### src/rtl/alu_rs_scheduler.sv
// Reservation-station scheduler: buffers dispatched ALU ops, wakes operands off the CDB,
// and issues the lowest-index ready op into a registered ALU input stage each cycle.
module alu_rs_scheduler #(
    parameter int DEPTH = 8,
    parameter int TAG_W = 4,
    parameter int OP_W  = 6
) (
    input  logic             clk,
    input  logic             rst,
    input  logic             flush,
    input  logic             disp_valid,
    input  logic [OP_W-1:0]  disp_op,
    input  logic [31:0]      disp_v1,
    input  logic [31:0]      disp_v2,
    input  logic             disp_rdy1,
    input  logic             disp_rdy2,
    input  logic [TAG_W-1:0] disp_q1,
    input  logic [TAG_W-1:0] disp_q2,
    input  logic [31:0]      disp_imm,
    input  logic [31:0]      disp_pc,
    input  logic [TAG_W-1:0] disp_tag,
    output logic             full,
    input  logic             cdb_valid,
    input  logic [TAG_W-1:0] cdb_tag,
    input  logic [31:0]      cdb_data,
    output logic [OP_W-1:0]  alu_op,
    output logic [31:0]      alu_v1,
    output logic [31:0]      alu_v2,
    output logic [31:0]      alu_imm,
    output logic [31:0]      alu_pc,
    output logic             alu_empty,
    output logic [TAG_W-1:0] alu_tag
);

    localparam int IDX_W = $clog2(DEPTH);

    logic [DEPTH-1:0] busy, rdy1, rdy2;
    logic [OP_W-1:0]  e_op  [DEPTH];
    logic [31:0]      e_v1  [DEPTH];
    logic [31:0]      e_v2  [DEPTH];
    logic [31:0]      e_imm [DEPTH];
    logic [31:0]      e_pc  [DEPTH];
    logic [TAG_W-1:0] e_q1  [DEPTH];
    logic [TAG_W-1:0] e_q2  [DEPTH];
    logic [TAG_W-1:0] e_tag [DEPTH];

    logic [IDX_W-1:0] free_idx, iss_idx;
    logic             iss_valid, disp_accept, byp1, byp2;

    // Descending scan so the last hit is the lowest index.
    always_comb begin
        free_idx  = '0;
        iss_idx   = '0;
        iss_valid = 1'b0;
        for (int i = DEPTH - 1; i >= 0; i--) begin
            if (!busy[i]) free_idx = IDX_W'(i);
            if (busy[i] && rdy1[i] && rdy2[i]) begin
                iss_valid = 1'b1;
                iss_idx   = IDX_W'(i);
            end
        end
    end

    assign full        = &busy;
    assign disp_accept = disp_valid && !full && !flush;
    assign byp1        = !disp_rdy1 && cdb_valid && (cdb_tag == disp_q1);
    assign byp2        = !disp_rdy2 && cdb_valid && (cdb_tag == disp_q2);

    always_ff @(posedge clk) begin
        if (rst || flush) begin
            busy      <= '0;
            alu_empty <= 1'b1;
            alu_op    <= '0;
            alu_v1    <= '0;
            alu_v2    <= '0;
            alu_imm   <= '0;
            alu_pc    <= '0;
            alu_tag   <= '0;
        end else begin
            for (int i = 0; i < DEPTH; i++) begin
                if (busy[i] && cdb_valid && !rdy1[i] && (e_q1[i] == cdb_tag)) begin
                    e_v1[i] <= cdb_data;
                    rdy1[i] <= 1'b1;
                end
                if (busy[i] && cdb_valid && !rdy2[i] && (e_q2[i] == cdb_tag)) begin
                    e_v2[i] <= cdb_data;
                    rdy2[i] <= 1'b1;
                end
            end

            // Selection used pre-wakeup state, so a CDB hit issues no earlier than next edge.
            if (iss_valid) begin
                alu_empty     <= 1'b0;
                alu_op        <= e_op[iss_idx];
                alu_v1        <= e_v1[iss_idx];
                alu_v2        <= e_v2[iss_idx];
                alu_imm       <= e_imm[iss_idx];
                alu_pc        <= e_pc[iss_idx];
                alu_tag       <= e_tag[iss_idx];
                busy[iss_idx] <= 1'b0;
            end else begin
                alu_empty <= 1'b1;
                alu_op    <= '0;
                alu_v1    <= '0;
                alu_v2    <= '0;
                alu_imm   <= '0;
                alu_pc    <= '0;
                alu_tag   <= '0;
            end

            // free_idx is never the issuing slot: that one is busy in the pre-edge state.
            if (disp_accept) begin
                busy[free_idx]  <= 1'b1;
                e_op[free_idx]  <= disp_op;
                e_v1[free_idx]  <= byp1 ? cdb_data : disp_v1;
                e_v2[free_idx]  <= byp2 ? cdb_data : disp_v2;
                rdy1[free_idx]  <= disp_rdy1 || byp1;
                rdy2[free_idx]  <= disp_rdy2 || byp2;
                e_q1[free_idx]  <= disp_q1;
                e_q2[free_idx]  <= disp_q2;
                e_imm[free_idx] <= disp_imm;
                e_pc[free_idx]  <= disp_pc;
                e_tag[free_idx] <= disp_tag;
            end
        end
    end

endmodule

### config.mk
export PLATFORM = sky130hd
export DESIGN_NAME = alu_rs_scheduler
export DESIGN_NICKNAME = d
export VERILOG_FILES = /design/src/rtl/alu_rs_scheduler.sv
export SDC_FILE = /design/constraint.sdc
export NUM_CORES = 2
export LEC_CHECK = 0
export BUFFER_PORTS_ARGS = -buffer_cell sky130_fd_sc_hd__buf_2
export CAP_MARGIN = 20
export CORE_AREA = 8 8 248 370
export DETAILED_ROUTE_END_ITERATION = 7
export DIE_AREA = 0 0 256 378
export PLACE_DENSITY = 0.89
export SYNTH_ARGS = -nofsm -noshare
export SYNTH_HDL_FRONTEND = slang
export SYNTH_SLANG_ARGS = --single-unit
export TNS_END_PERCENT = 1
### constraint.sdc
create_clock -name clk -period 13.4 [get_ports clk]
set_input_delay 0.67 -clock clk [delete_from_list [all_inputs] [get_ports clk]]
set_output_delay 0.67 -clock clk [all_outputs]
set_load 0.05 [all_outputs]
==> results.txt <==
- After the last flow step, the layout net total stands at 4189.
- The setup check on the worst reg-to-reg path leaves a slack of between 8 and 9 ns.
- Buffers on Ports: about 330
- Crit path required time: 14.04 ns
- Syn avg cell area: 14.6 sq um
- The hold violation total from the final report was 0.
- Maximum clock skew at final layout: between 0.03 and 0.04 ns
- Hold Path Class: in -> reg
- Setup violators final: 0
- Setup repair after global routing left no endpoint under its margin.
- Status: finished clean
* DRT antenna net count: 0
- Met1 wire length: a little over 50000 um
* Maximum number of pins on one net before global-route repair: 209
- Chip height: roughly 380 um
* Number of sinks handled by clock tree synthesis: between 1000 and 1500
* Wire length reported by the detailed router: between 150000 and 200000 um
- Top post-synthesis cells by area: edfxtp_1 64%, mux2_2 9.7%, dfxtp_1 5.3%
- After detailed routing, the average wire length per cell comes to 29.0 um.
- Top routing layer in use: met5
- Summing internal, switching and leakage power gives between 8 and 9 mW.
- Fin worst setup slack: between 8 and 9 ns
- Placer Congestion: 0.916
* TritonCTS clock tree: yes
* Int Pwr: ~6.6 mW
* Crit path capture type: register
* Arrival time of data at the critical path endpoint: between 5 and 6 ns
- For this run, the total global-route usage over all layers was measured as 0.306.
* Critical setup path kind: reg -> reg
- Of the post-synthesis cell area, the dominant cell type holds 0.639.
- The pre-antenna-repair detailed-routing pass consisted of 6 iterations.
- The slowest stage of the critical path belongs to the cell buf_4.
- Share of synthesized registers carrying an async set or reset: 0
* Std cell rows: around 130
- Static timing analysis puts the maximum clock frequency at 0.196 GHz.
- The clock tree synthesis step divided the H-tree into 3 levels.
- Area of the die: roughly 97000 sq um
- Final worst path period need: between 5 and 6 ns
- Final TNS setup: 0 ns
- Along the worst hold path, the cell count comes to 1.
- The die is between 200 and 300 um wide.
- The cell that appears most often on the critical path is buf_4.
- In this design, the stage delay of the slowest critical-path cell is around 0.92 ns.
* Wire length of the first global-routing pass: 225000 um
- Start point of the worst min-delay path: disp_pc[12]
* Post-synth top flop: edfxtp_1
* Via total after detailed routing: 36000
- R2R depth: 9
- In the finished design, the share of the clock period the worst path needs comes to 0.381.
- TritonCTS created between 100 and 150 clock buffers.
* NetSw: around 1.7 mW
* Yosys warning total: 0
- The largest total area in the synthesized netlist belongs to edfxtp_1.
- Number of buffers and inverters on the critical path: 3
- Sequential-to-total area share from yosys stat: 0.692
- Vias per cell: ~6.8
- Power spread over the standard cell area amounts to 133 nW/um^2.
- Leak Pwr: ~21 nW
- The number of nets in the synthesized netlist is about 4000.
- Type of origin of the critical path: register
- Minimum setup slack after placement: approximately 8 ns
- Via count of the first global-routing pass: between 30000 and 40000
- For this run the aggregate overflow at the end of global routing stands at 0.
- Count of flip-flops with a built-in enable after synthesis: about 1200
* Clock power share: 0.415
* Number of top-level pins: roughly 330
- Count of max-cap constraint violations: 0
* Actual transition at the worst max-transition pin: roughly 1.4 ns
- In this run the critical register-to-register path is launched from rdy2[0].
- On the critical path the largest part of the delay comes from buffers and inverters.
- The initial antenna violation count came to 50.
* CP Cell Sequence: nand3_1 -> nand2_8 -> or3_1 -> nor2_4 -> buf_12 -> buf_4 -> buf_4 -> a211oi_1 -> o22ai_1
- Clock latency on the worst-skew pair, taken at its later pin, is approximately 0.74 ns.
* Rel. slew slack: 0.0873
- HPWL after detailed placement: approximately 85000 um
* Number of distinct standard cells referenced by the synthesized netlist: 55
* Gate count of the mapped netlist: roughly 3800
- In this run the worst path has a maximum fanout of approximately 140.
- The initial utilization of the core area, before any placement, comes to 0.642.
* Number of buffers inserted for hold repair after clock tree synthesis: 0
- After clock tree synthesis, the repair step resized 0 gates.
* Fraction of layout instances using a drive strength above 1: 0.276
- Area growth from synthesis to final layout: 11.8%
- Peak ir drop on the vdd network: approximately 0.00014 V
- Portion of total power attributed to sequential cells: 0.549
- Cell area after technology mapping: 55600 sq um
- DRT iter0 DRCs: 4538
* Min-Delay Endpoint: e_pc[2][12]
- DRC errors left: 0
* Relative contribution of combinational cells to total power: 0.036
- Once the clock tree was built, the setup fixing pass inserted 0 buffers.
* DR WL met3: roughly 16000 um
- Final max-slew violation count: 0
* Clock tree root buffer cell: clkbuf_16
* Wire length on met2: roughly 76000 um
- Worst reg2reg endpoint: alu_pc[1]
- The synthesized design contains roughly 1300 register bits.
- Clock-pin slew on the worst setup and hold paths: around 0.07 ns
- Fraction of power spent switching nets: 0.204
* Core region area: between 80000 and 90000 sq um
* CTS max path bufs: 3
[worst register-to-register path: cells and delay by family, from the launching register on]
family          cells  cell delay, ns
buf+inv             3            2.23
compound gates      2            0.44
simple gates        4            1.93
flops               1            0.43
[area by class of cell]
cell class	instances	area, sq um
Sequential cell	1331	38500
Fill cell	5188	24500
Multi-Input combinational cell	2149	16000
Clock buffer	152	3210
Timing Repair Buffer	392	2240
Tap cell	1147	1440
Clock inverter	65	718
Antenna cell	34	85.1
Inverter	12	55.1
[placed cells by master, fill, tap and decap left out, types with 21 or more instances in the layout]
cell type,n
nand3_1,288
a211oi_1,270
edfxtp_1,1184
dfxtp_1,147
mux2_2,478
mux2i_1,139
buf_4,56
clkbuf_16,117
nand2_1,293
o21ai_0,21
buf_2,328
a21oi_1,277
mux2_4,30
xnor2_1,50
o22ai_1,141
diode_2,34
[registers in the layout (all words and copies together) (netlist names), 8 cells and up]
signal   cells
alu_v2      32
e_v1       256
alu_pc      32
rdy1         8
alu_imm     32
e_op        48
e_q1        32
busy         8
e_v2       256
e_pc       256
e_imm      256
rdy2         8
e_q2        32
e_tag       32
alu_v1      32
[power groups by stage]
stage	sequential, mW	combinational (mW)	clock [mW]
CTS	4.54	0.292	3.44
finish	4.54	0.298	3.43
global route	4.54	0.314	3.59
global placement	4.63	0.275	0
floorplan	4.64	0.151	0
detailed placement	4.63	0.289	0
[worst max path at each step]
stage / startpoint / end / slack [ns] / cells after the start
floorplan: flush / e_v1[5][0] / 5.13 / 5
global placement: rdy1[0] / alu_v1[24] / 8.21 / 8
detailed placement: rdy1[0] / alu_v1[11] / 8.00 / 8
CTS: rdy2[0] / alu_v1[17] / 7.96 / 8
global route: rdy1[0] / alu_v2[24] / 8.16 / 9
finish: rdy2[0] / alu_pc[1] / 8.29 / 9
[per-layer routing]
metal / track usage / vias up
met4: 0.195 / 22
met2: 0.510 / 2462
met3: 0.0682 / 486
met1: 0.361 / 17900
met5: 0 / -
li1: - / 15100
[through the flow]
| stage | area [sq um] | utilization | hold WS, ns | instances |
|---|---|---|---|---|
| after global routing | 62200 | 0.717 | 0.180 | 5268 |
| after CTS | 62000 | 0.715 | 0.164 | 5244 |
| after floorplan | 55600 | - | 0.479 | 3803 |
| after detailed placement | 58100 | 0.670 | 0.501 | 5027 |
| final | 62200 | 0.717 | 0.199 | 5282 |
| after global placement | 58100 | 0.670 | 0.485 | 5026 |
[cells in the mapped netlist (2+ instances only)]
cell / number
inv_1: 11
o21ai_1: 2
and2_1: 3
edfxtp_1: 1184
mux2i_1: 139
o21ai_0: 28
nand2b_1: 4
mux2_1: 4
o21a_1: 5
a21oi_1: 277
a21o_1: 8
xnor2_1: 50
nor2_1: 19
buf_6: 6
o211ai_1: 2
nand2_2: 2
a22oi_1: 16
clkbuf_1: 182
nand4_1: 9
o221ai_1: 3
xor2_1: 19
and3_1: 3
nor4_1: 10
a211oi_1: 270
nand2_1: 297
buf_4: 3
nor3_1: 11
nor2_2: 2
buf_2: 96
nand3_1: 290
buf_1: 24
mux2_4: 30
or3_1: 3
nor3_2: 2
and2b_1: 2
mux2_2: 478
or2_2: 3
o22ai_1: 141
dfxtp_1: 147
nor2b_1: 3
[logic make-up (layout without fill, tap and decap cells)]
| logic type | count (synthesis) | count (layout) | synth area share |
|---|---|---|---|
| compound gates | 757 | 757 | 0.0855 |
| flops | 1331 | 1331 | 0.692 |
| buf+inv | 323 | 621 | 0.0250 |
| simple gates | 672 | 672 | 0.0558 |
| other cells | 0 | 34 | 0 |
| xor+xnor | 69 | 69 | 0.0109 |
| mux | 651 | 651 | 0.131 |
Power figures use the tool's default switching activity.
